File: src/rtl/seq_detector_fsm_pkg.sv
// seq_det_pkg: shared state encoding and size constants for the sequence detector.
package seq_det_pkg;
   typedef enum logic {FILL, ARMED} state_t;
   localparam int PATTERN_W_MAX = 16;
   localparam logic [PATTERN_W_MAX-1:0] PAT_RST_DEF = 16'b1011;
endpackage

File: src/rtl/seq_detector_fsm_if.sv
// seq_detector_fsm_if: serial stream, pattern programming and match status bundle.
interface seq_detector_fsm_if #(
   parameter int PATTERN_W = 4,
   parameter int CNT_W = 8
);
   logic                 x_in;
   logic                 x_valid;
   logic [PATTERN_W-1:0] pattern;
   logic                 load;
   logic                 overlap;
   logic                 y_out;
   logic                 match_q;
   logic [CNT_W-1:0]     match_cnt;
   logic                 cnt_sat;
   modport master (output x_in, x_valid, pattern, load, overlap,
                   input  y_out, match_q, match_cnt, cnt_sat);
   modport slave  (input  x_in, x_valid, pattern, load, overlap,
                   output y_out, match_q, match_cnt, cnt_sat);
endinterface

File: src/rtl/seq_detector_fsm_sat_counter.sv
// sat_counter: up-counter that sticks at all ones, with synchronous clear.
module sat_counter #(
   parameter int W = 8
) (
   input  logic         clk,
   input  logic         reset,
   input  logic         inc,
   input  logic         clr,
   output logic [W-1:0] count,
   output logic         sat
);
   assign sat = &count;
   always_ff @(posedge clk or posedge reset)
      if (reset) count <= '0;
      else if (clr) count <= '0;
      else if (inc && !sat) count <= count + 1'b1;
endmodule

File: src/rtl/seq_detector_fsm.sv
// seq_detector_fsm: programmable serial pattern detector with Mealy match and overlap select.
// Saturating match counter is built only when SEQDET_MATCH_CNT_EN is defined.
module seq_detector_fsm
   import seq_det_pkg::*;
#(
   parameter int PATTERN_W = 4,
   parameter int CNT_W = 8,
   parameter logic [PATTERN_W-1:0] PAT_RST = PATTERN_W'(PAT_RST_DEF)
) (
   input logic clk,
   input logic reset,
   seq_detector_fsm_if.slave bus
);
   localparam int FW = $clog2(PATTERN_W);
   localparam logic [FW-1:0] LAST = FW'(PATTERN_W - 1);
   state_t               state_q, state_d;
   logic [FW-1:0]        fill_q, fill_d;
   logic [PATTERN_W-2:0] hist_q, hist_d;
   logic [PATTERN_W-1:0] pat_q, pat_d;
   logic [PATTERN_W-1:0] win;
   logic                 y;
   always_ff @(posedge clk or posedge reset)
      if (reset) begin
         state_q     <= FILL;
         fill_q      <= '0;
         hist_q      <= '0;
         pat_q       <= PAT_RST;
         bus.match_q <= 1'b0;
      end else begin
         state_q     <= state_d;
         fill_q      <= fill_d;
         hist_q      <= hist_d;
         pat_q       <= pat_d;
         bus.match_q <= y;
      end
   always_comb begin
      pat_d  = pat_q;
      hist_d = hist_q;
      fill_d = fill_q;
      win    = {hist_q, bus.x_in};
      y      = bus.x_valid & ~bus.load & (state_q == ARMED) & (win == pat_q);
      if (bus.load) begin
         pat_d  = bus.pattern;
         hist_d = '0;
         fill_d = '0;
      end else if (bus.x_valid) begin
         // non-overlapping match discards the history so the next match needs a full pattern
         hist_d = (y && !bus.overlap) ? '0 : win[PATTERN_W-2:0];
         fill_d = (y && !bus.overlap) ? '0 : (state_q == FILL) ? fill_q + 1'b1 : fill_q;
      end
      state_d = (fill_d == LAST) ? ARMED : FILL;
   end
   assign bus.y_out = y;
`ifdef SEQDET_MATCH_CNT_EN
   sat_counter #(.W(CNT_W)) u_cnt (
      .clk   (clk),
      .reset (reset),
      .inc   (y),
      .clr   (bus.load),
      .count (bus.match_cnt),
      .sat   (bus.cnt_sat)
   );
`else
   assign bus.match_cnt = '0;
   assign bus.cnt_sat   = 1'b0;
`endif
endmodule

File: src/flat_wrapper.sv
// flat-port wrapper written by rule: the top's interface ports become plain ports
module seq_detector_fsm_flat import seq_det_pkg::*;
#(
   parameter int PATTERN_W = 4,
   parameter int CNT_W = 8,
   parameter logic [PATTERN_W-1:0] PAT_RST = PATTERN_W'(PAT_RST_DEF)
)
  (clk, reset, bus_x_in, bus_x_valid, bus_pattern, bus_load, bus_overlap, bus_y_out, bus_match_q, bus_match_cnt, bus_cnt_sat);
  seq_detector_fsm_if #(.PATTERN_W(PATTERN_W), .CNT_W(CNT_W)) bus_i ();
  input logic clk;
  input logic reset;
  input wire logic [$bits(bus_i.x_in)-1:0] bus_x_in;
  input wire logic [$bits(bus_i.x_valid)-1:0] bus_x_valid;
  input wire logic [$bits(bus_i.pattern)-1:0] bus_pattern;
  input wire logic [$bits(bus_i.load)-1:0] bus_load;
  input wire logic [$bits(bus_i.overlap)-1:0] bus_overlap;
  output wire logic [$bits(bus_i.y_out)-1:0] bus_y_out;
  output wire logic [$bits(bus_i.match_q)-1:0] bus_match_q;
  output wire logic [$bits(bus_i.match_cnt)-1:0] bus_match_cnt;
  output wire logic [$bits(bus_i.cnt_sat)-1:0] bus_cnt_sat;
  assign bus_i.x_in = bus_x_in;
  assign bus_i.x_valid = bus_x_valid;
  assign bus_i.pattern = bus_pattern;
  assign bus_i.load = bus_load;
  assign bus_i.overlap = bus_overlap;
  assign bus_y_out = bus_i.y_out;
  assign bus_match_q = bus_i.match_q;
  assign bus_match_cnt = bus_i.match_cnt;
  assign bus_cnt_sat = bus_i.cnt_sat;
  seq_detector_fsm #(.PATTERN_W(PATTERN_W), .CNT_W(CNT_W), .PAT_RST(PAT_RST)) u_core (.clk(clk), .reset(reset), .bus(bus_i));
endmodule
File: config.mk
export PLATFORM = sky130hd
export DESIGN_NAME = seq_detector_fsm_flat
export DESIGN_NICKNAME = d
export VERILOG_FILES = /design/src/rtl/seq_detector_fsm_pkg.sv /design/src/rtl/seq_detector_fsm_if.sv /design/src/rtl/seq_detector_fsm_sat_counter.sv /design/src/rtl/seq_detector_fsm.sv /design/src/flat_wrapper.sv
export SDC_FILE = /design/constraint.sdc
export NUM_CORES = 1
export LEC_CHECK = 0
export ABC_AREA = 1
export CAP_MARGIN = 20
export CORE_AREA = 5 5 42 44
export DETAILED_ROUTE_END_ITERATION = 7
export DIE_AREA = 0 0 47 49
export DONT_BUFFER_PORTS = 1
export PLACE_DENSITY = 0.72
export SYNTH_ARGS = -nofsm -noshare
export SYNTH_HDL_FRONTEND = slang
export SYNTH_SLANG_ARGS = --single-unit
File: constraint.sdc
create_clock -name clk -period 1.5 [get_ports clk]
set_input_delay 0 -clock clk [delete_from_list [all_inputs] [get_ports clk]]
set_output_delay 0 -clock clk [all_outputs]
set_load 0.005 [all_outputs]
==> results by group, run 1 <==
Run status
  • Run status: finished clean

GRT
  • Met3 usage: 0.0221
  • Total track usage: 0.112
  • Largest net degree at the start of global routing: 12
  • Initial antenna violation count: 0
  • Busiest grt layer: met2
  • Global-route met2 utilization: 0.190
  • First-pass GRT wire length: 1860 µm
  • Met1 Track Usage GR: 0.119
  • Number of global-route vias before repair: 470
  • Total grt overflow: 0

Setup path
  • Reg2Reg Setup Slack: between 0.15 and 0.2 ns
  • Most common cell on crit path: dlygate4sd3_1
  • Slowest-stage cell, CP: dlygate4sd3_1
  • RR Startpoint: u_core.pat_q[1]
  • Setup CP Type: input pin to flop
  • Worst r2r dst: u_core.pat_q[1]
  • CP arrival: roughly 1.5 ns
  • CP required: roughly 1.7 ns
  • Crit path cell chain: dlygate4sd3_1 -> o21ai_0 -> dlygate4sd3_1
  • CP Capture Type: flop
  • CP peak stage delay: roughly 0.8 ns
  • Reg2reg path depth: 3
  • CP Launch Type: input pin
  • Crit-path max FO: 10

Timing
  • Post-layout min period: around 1.3 ns
  • Fin. max-slew vios: 0
  • Clk_skew: ~0.0033 ns
  • Top achievable clock speed: about 750 MHz
  • Final Hold Fails: 0
  • Setup total negative slack: 0 ns
  • Period Utilization, post-route: 0.890
  • Final Worst Setup Slack: 0.166 ns
  • Final setup vio count: 0
  • RSZ-0062 raised after global routing: false

Drt
  • Vias: 489
  • DRC Markers: 0
  • WL/cell: 10.1 µm
  • Iter 0 DRT Violations: 8
  • Initial DRT Pass Iterations: 4
  • Routed WL: around 1100 µm
  • Final ANT Viol Nets: 0
  • DR vias/cell: between 4 and 5

Power and ir drop
  • Leakage: 0.382 nW
  • Clk pwr share: 0.318
  • Cell internal pwr: around 0.00046 W
  • Part of the power in combinational logic: 0.156
  • Sw frac: 0.263
  • Power per cell area: between 800 and 900 nW/µm²
  • Overall Power: around 0.00063 W
  • IR drop worst, VDD: 0.000463 V
  • Flop pwr share: 0.526
  • Psw: approximately 0.00017 W

Synth
  • #FFs+latches synth: 11
  • Synth area leader: dfrtp_1
  • Synth top area cells: dfrtp_1 31%, nand2_1 15%, dfstp_2 12%
  • Yosys cell types: 20
  • Post-synthesis cell area: ~650 µm²
  • Mapped Avg Cell Area: about 8 µm²
  • Seq/Total Area, Yosys: 0.430
  • Yosys warnings: 0
  • Share of the synthesized area in the top cell type: 0.308
  • Post-Syn Instances: between 80 and 90

Placement
  • IO Port Bufs: 0
  • GPL Wtd Cong: approximately 0.76
  • Place WS: about 0.28 ns
  • DP HPWL: about 850 µm

CTS
  • CTS Buf Count: 3
  • Clock latency on the worst-skew pair: between 0.2 and 0.3 ns
  • Clock Tree Buf Depth: 2
  • CTS tree: built
  • Clock slew at reported path FFs: approximately 0.070 ns
  • Resized cells post-CTS: 0
  • Root Driver: clkbuf_4
  • Clock H-tree levels: 1
  • TritonCTS sink count: 11

Floorplanning
  • I/O pin cnt: 21
  • Initial Utilization: 0.463
  • CORE AREA: between 1000 and 1500 µm²
  • Die W: 47 µm
  • Die area: 2300 µm²
  • Die Span Y: a little under 50 µm
  • # rows: 14

Hold path
  • Hold Path Depth: 4
  • Hold/Removal Path Class: input pin to flop
  • Hold endpoint: u_core.bus.match_q
  • Worst hold start: bus_x_valid

Flow run
  • Max-Cap Viols: 0

Layout
  • Commonest non-fill, non-tap cell in the layout: nand2_1
  • Layout cell share with drive strength beyond 1: 0.152
  • Fillers: about 130
  • Most frequent cells in the layout: 26 x nand2_1, 10 x inv_1, 9 x conb_1, 9 x dlygate4sd3_1, 8 x dfrtp_1
  • Area Growth Syn to Fin: 13.5%
  • Nets: around 100
  • Antenna Cells: 0
-- critical path: cells and delay by family --
kind	cells	cell delay, ns
compound gates	1	0.15
buf+inv	2	1.38
-- power groups by stage --
stage               sequential [W]  combinational (W)  clock (W)
floorplan                 0.000334          0.0000861          0
CTS                       0.000330          0.0000994   0.000213
global route              0.000332           0.000114   0.000227
detailed placement        0.000336          0.0000733          0
finish                    0.000331          0.0000981   0.000200
global placement          0.000335          0.0000720          0
-- synth_stat cells --
cell and number:
dfrtp_1 8, xor2_1 1, inv_1 10, xnor2_1 1, inv_2 2, nand3_2 2
nand4_4 1, inv_6 1, nand3_1 1, nand2_1 26, buf_6 1, conb_1 1
nor2_2 1, o21ai_0 3, nor2_1 6, nor2_4 1, nand3b_1 1, buf_4 9
a21oi_1 2, dfstp_2 3
-- state kept, by name (all words and copies together) (netlist names) --
name	count
u_core.state_q	1
u_core.hist_q	3
u_core.bus.match_q	1
u_core.pat_q	4
u_core.fill_q	2
-- logic make-up (layout without fill, tap and decap cells) --
kind of cell | after synthesis | after routing | synth area share
flops | 11 | 11 | 0.430
other cells | 1 | 9 | 0.00577
xor+xnor | 2 | 2 | 0.0270
buf+inv | 23 | 26 | 0.204
simple gates | 39 | 39 | 0.295
compound gates | 5 | 5 | 0.0385
-- through the flow --
stage,hold WS [ns],utilization,cell area [µm²],std cells
after CTS,0.0148,0.526,737,108
after global routing,0.0234,0.526,737,108
after floorplan,-0.150,-,679,89
after detailed placement,-0.0957,0.443,621,95
after global placement,-0.0993,0.443,621,95
final,0.0212,0.526,737,108
-- routing by layer --
layer | vias up | part of all wire
li1 | 250 | -
met1 | 221 | 0.39
met2 | 13 | 0.52
met3 | 5 | 0.060
met4 | 0 | 0.031
met5 | - | 0
-- timing repair --
| item | CTS | global route |
|---|---|---|
| setup buffers | 0 | 0 |
| setup endpoints to repair | 0 | 0 |
| hold endpoints to repair | 21 | 0 |
| hold buffers | 9 | 0 |
-- final cells by class --
| cell class | count | area (µm²) | area share |
|---|---|---|---|
| flip-flops and latches | 11 | 279 | 0.379 |
| multi-input cells | 55 | 268 | 0.363 |
| repair buffers | 9 | 90.1 | 0.122 |
| inverters | 13 | 53.8 | 0.0730 |
| clock buffers | 4 | 26.3 | 0.0357 |
| well taps | 16 | 20.0 | 0.0272 |
-- worst max path at each step --
stage	start	cells past startpoint	endpoint
global route	bus_load	4	u_core.pat_q[1]
global placement	u_core.pat_q[0]	7	u_core.state_q
CTS	bus_load	4	u_core.pat_q[1]
finish	bus_load	3	u_core.pat_q[1]
floorplan	u_core.pat_q[0]	7	u_core.fill_q[0]
detailed placement	u_core.pat_q[0]	7	u_core.state_q
Power figures use the tool's default switching activity.
==> run 2, diff against run 1 <==
==> constraint.sdc (replaced) <==
create_clock -name clk -period 1.6 [get_ports clk]
set_input_delay 0 -clock clk [delete_from_list [all_inputs] [get_ports clk]]
set_output_delay 0 -clock clk [all_outputs]
set_load 0.005 [all_outputs]
==> run 2 against run 1 <==
Against the previous run: routed wire length is 6.3% lower; cell area did not move; via count decreased by 4.9%; cell count did not move; critical path type unchanged; global-route usage fell by 0.91 points; largest cell class unchanged; count of clock-buffer cells in the layout is the same.
==> results by group, run 2 (synthesis results as in run 1) <==
Placement
  • GPL Wtd Cong: 0.772 (+1.5%)
  • IO Port Bufs: 0 (unchanged)
  • DP HPWL: 798 µm (-5.7%)
  • Place WS: 0.375 ns (+0.0983 ns)
  • Post-Place Cells: 95 (unchanged)

Floorplanning
  • Die W: 47 µm (unchanged)
  • CORE AREA: 1400 µm² (unchanged)
  • Die area: 2300 µm² (unchanged)
  • # rows: 14 (unchanged)
  • Initial Utilization: 0.463 (unchanged)
  • Die Span Y: 49 µm (unchanged)
  • I/O pin cnt: 21 (unchanged)

Layout
  • Layout cell share with drive strength beyond 1: 0.152 (unchanged)
  • Antenna Cells: 0 (unchanged)
  • Largest regs: u_core.pat_q: 4 flops, u_core.hist_q: 3 flops, u_core.fill_q: 2 flops
  • Largest Register: u_core.pat_q
  • Most frequent cells in the layout: 26 x nand2_1, 10 x inv_1, 9 x conb_1, 9 x dlygate4sd3_1, 8 x dfrtp_1
  • Final std cells w/o fill: 108 (unchanged)
  • Fin util: 0.526 (unchanged)
  • Commonest non-fill, non-tap cell in the layout: nand2_1
  • Nets: 103 (unchanged)
  • Max FFs per register: 4 (unchanged)
  • Area Growth Syn to Fin: 13.5% (unchanged)

Drt
  • WL/cell: 9.46 µm (-6.3%)
  • Vias: 465 (-4.9%)
  • Final ANT Viol Nets: 0 (unchanged)
  • Routed WL: 1020 µm (-6.3%)
  • Initial DRT Pass Iterations: 4 (unchanged)
  • Iter 0 DRT Violations: 10 (+2)
  • DRC Markers: 0 (unchanged)
  • DR vias/cell: 4.31 (-4.9%)

Timing
  • Final Hold Fails: 0 (unchanged)
  • Hold_ws: 0.00641 ns (-0.0148 ns)
  • Final Worst Setup Slack: 0.261 ns (+0.0954 ns)
  • RSZ-0062 raised after global routing: false
  • Setup total negative slack: 0 ns (unchanged)
  • Final setup vio count: 0 (unchanged)
  • Clk_skew: 0.000376 ns (-0.00291 ns)
  • Post-layout min period: between 1 and 1.5 ns
  • Period Utilization, post-route: 0.837
  • Top achievable clock speed: between 700 and 800 MHz
  • Fin. max-slew vios: 0 (unchanged)

GRT
  • Number of global-route vias before repair: 439 (-6.6%)
  • Initial antenna violation count: 0 (unchanged)
  • Largest net degree at the start of global routing: 12 (unchanged)
  • Total track usage: 0.103 (-0.00905)
  • First-pass GRT wire length: 1750 µm (-6.3%)
  • Total grt overflow: 0 (unchanged)

Power and ir drop
  • Part of the power in combinational logic: 0.155 (about the same)
  • Clk pwr share: 0.314 (-0.004)
  • IR drop worst, VDD: 0.000463 V (about the same)
  • Sw frac: 0.256 (-0.00759)
  • Leakage: 0.382 nW (unchanged)
  • Flop pwr share: 0.531 (+0.005)
  • Power per cell area: 792 nW/µm² (-7.2%)
  • Cell internal pwr: 0.000434 W (-6.2%)
  • Psw: 0.000149 W (-9.9%)

CTS
  • CTS tree: built
  • Root Driver: clkbuf_4
  • Clock H-tree levels: 1 (unchanged)
  • Clock Tree Buf Depth: 2 (unchanged)
  • Clock latency on the worst-skew pair: 0.26 ns (about the same)
  • Clock slew at reported path FFs: 0.06 ns (about the same)
  • Resized cells post-CTS: 0 (unchanged)
  • TritonCTS sink count: 11 (unchanged)
  • Post-CTS Setup Repair Bufs: 0 (unchanged)
  • CTS Buf Count: 3 (unchanged)
  • Hold buffer count at cts: 9 (unchanged)

Setup path
  • Crit path cell chain: dlygate4sd3_1 -> o21ai_0 -> dlygate4sd3_1
  • CP delay by family, top: buffers and inverters
  • Worst path bufs/invs: 2 (unchanged)
  • Crit-path max FO: 10 (unchanged)
  • Slowest-stage cell, CP: dlygate4sd3_1
  • CP Capture Type: flop
  • CP peak stage delay: 0.81 ns (about the same)
  • CP arrival: 1.53 ns (about the same)
  • CP required: 1.79 ns (+0.10 ns)
  • Most common cell on crit path: dlygate4sd3_1
  • CP Launch Type: input pin
  • Setup CP Type: input pin to flop

Run status
  • Run status: finished clean

Hold path
  • Hold/Removal Path Class: input pin to flop

Flow run
  • Max-Cap Viols: 0 (unchanged)
==> run 2: cell counts in the layout (fill, tap and decap cells not counted) <==
Identical to the previous run, type by type.
==> run 2: worst register-to-register path, cell delays in order (launching register included) <==
cell,delay (ns)
dfstp_2,0.53
inv_1,0.05
o21ai_0,0.13
dlygate4sd3_1,0.56
==> run 2: per-stage QoR <==
step / instance area (µm²) / total power [W]
2_1_floorplan: 679 / 0.000394
3_5_place_dp: 621 / 0.000382
3_3_place_gp: 621 / 0.000381
6_report: 737 / 0.000583
5_1_grt: 737 / 0.000620
4_1_cts: 737 / 0.000591
==> run 2: cell type report <==
| type | instances | area [µm²] |
|---|---|---|
| Sequential cell | 11 | 279 |
| Fill cell | 124 | 664 |
| Multi-Input combinational cell | 55 | 268 |
| Tap cell | 16 | 20.0 |
| Inverter | 13 | 53.8 |
| Timing Repair Buffer | 9 | 90.1 |
| Clock buffer | 4 | 26.3 |
==> run 2: worst paths after layout <==
check	endpoint	cells after the start	slack, ns	from
max in group asynchronous	u_core.pat_q[0]	2	1.12	reset
setup reg to reg	u_core.pat_q[1]	3	0.28	u_core.pat_q[1]
min in group asynchronous	u_core.hist_q[0]	2	0.16	reset
hold / removal	u_core.fill_q[0]	3	0.006	bus_x_valid
hold reg to reg	u_core.pat_q[3]	2	0.50	u_core.pat_q[3]
setup / recovery	u_core.pat_q[1]	3	0.26	bus_load
==> run 2: per-layer routing <==
layer | wire length (µm) | vias up | GRT usage | share of wire
met1 | 414 | 199 | 0.122 | 0.41
met5 | 0 | - | 0 | 0
met2 | 495 | 15 | 0.163 | 0.48
li1 | - | 246 | - | -
met4 | 31 | 0 | 0.0553 | 0.030
met3 | 80 | 5 | 0.0258 | 0.078
==> run 2: power by group through the flow <==
stage | registers [W] | logic, W | clock network [W]
3_3_place_gp | 0.000314 | 0.0000665 | 0
6_report | 0.000310 | 0.0000904 | 0.000183
3_5_place_dp | 0.000315 | 0.0000679 | 0
4_1_cts | 0.000310 | 0.0000913 | 0.000190
2_1_floorplan | 0.000313 | 0.0000807 | 0
5_1_grt | 0.000312 | 0.000105 | 0.000203
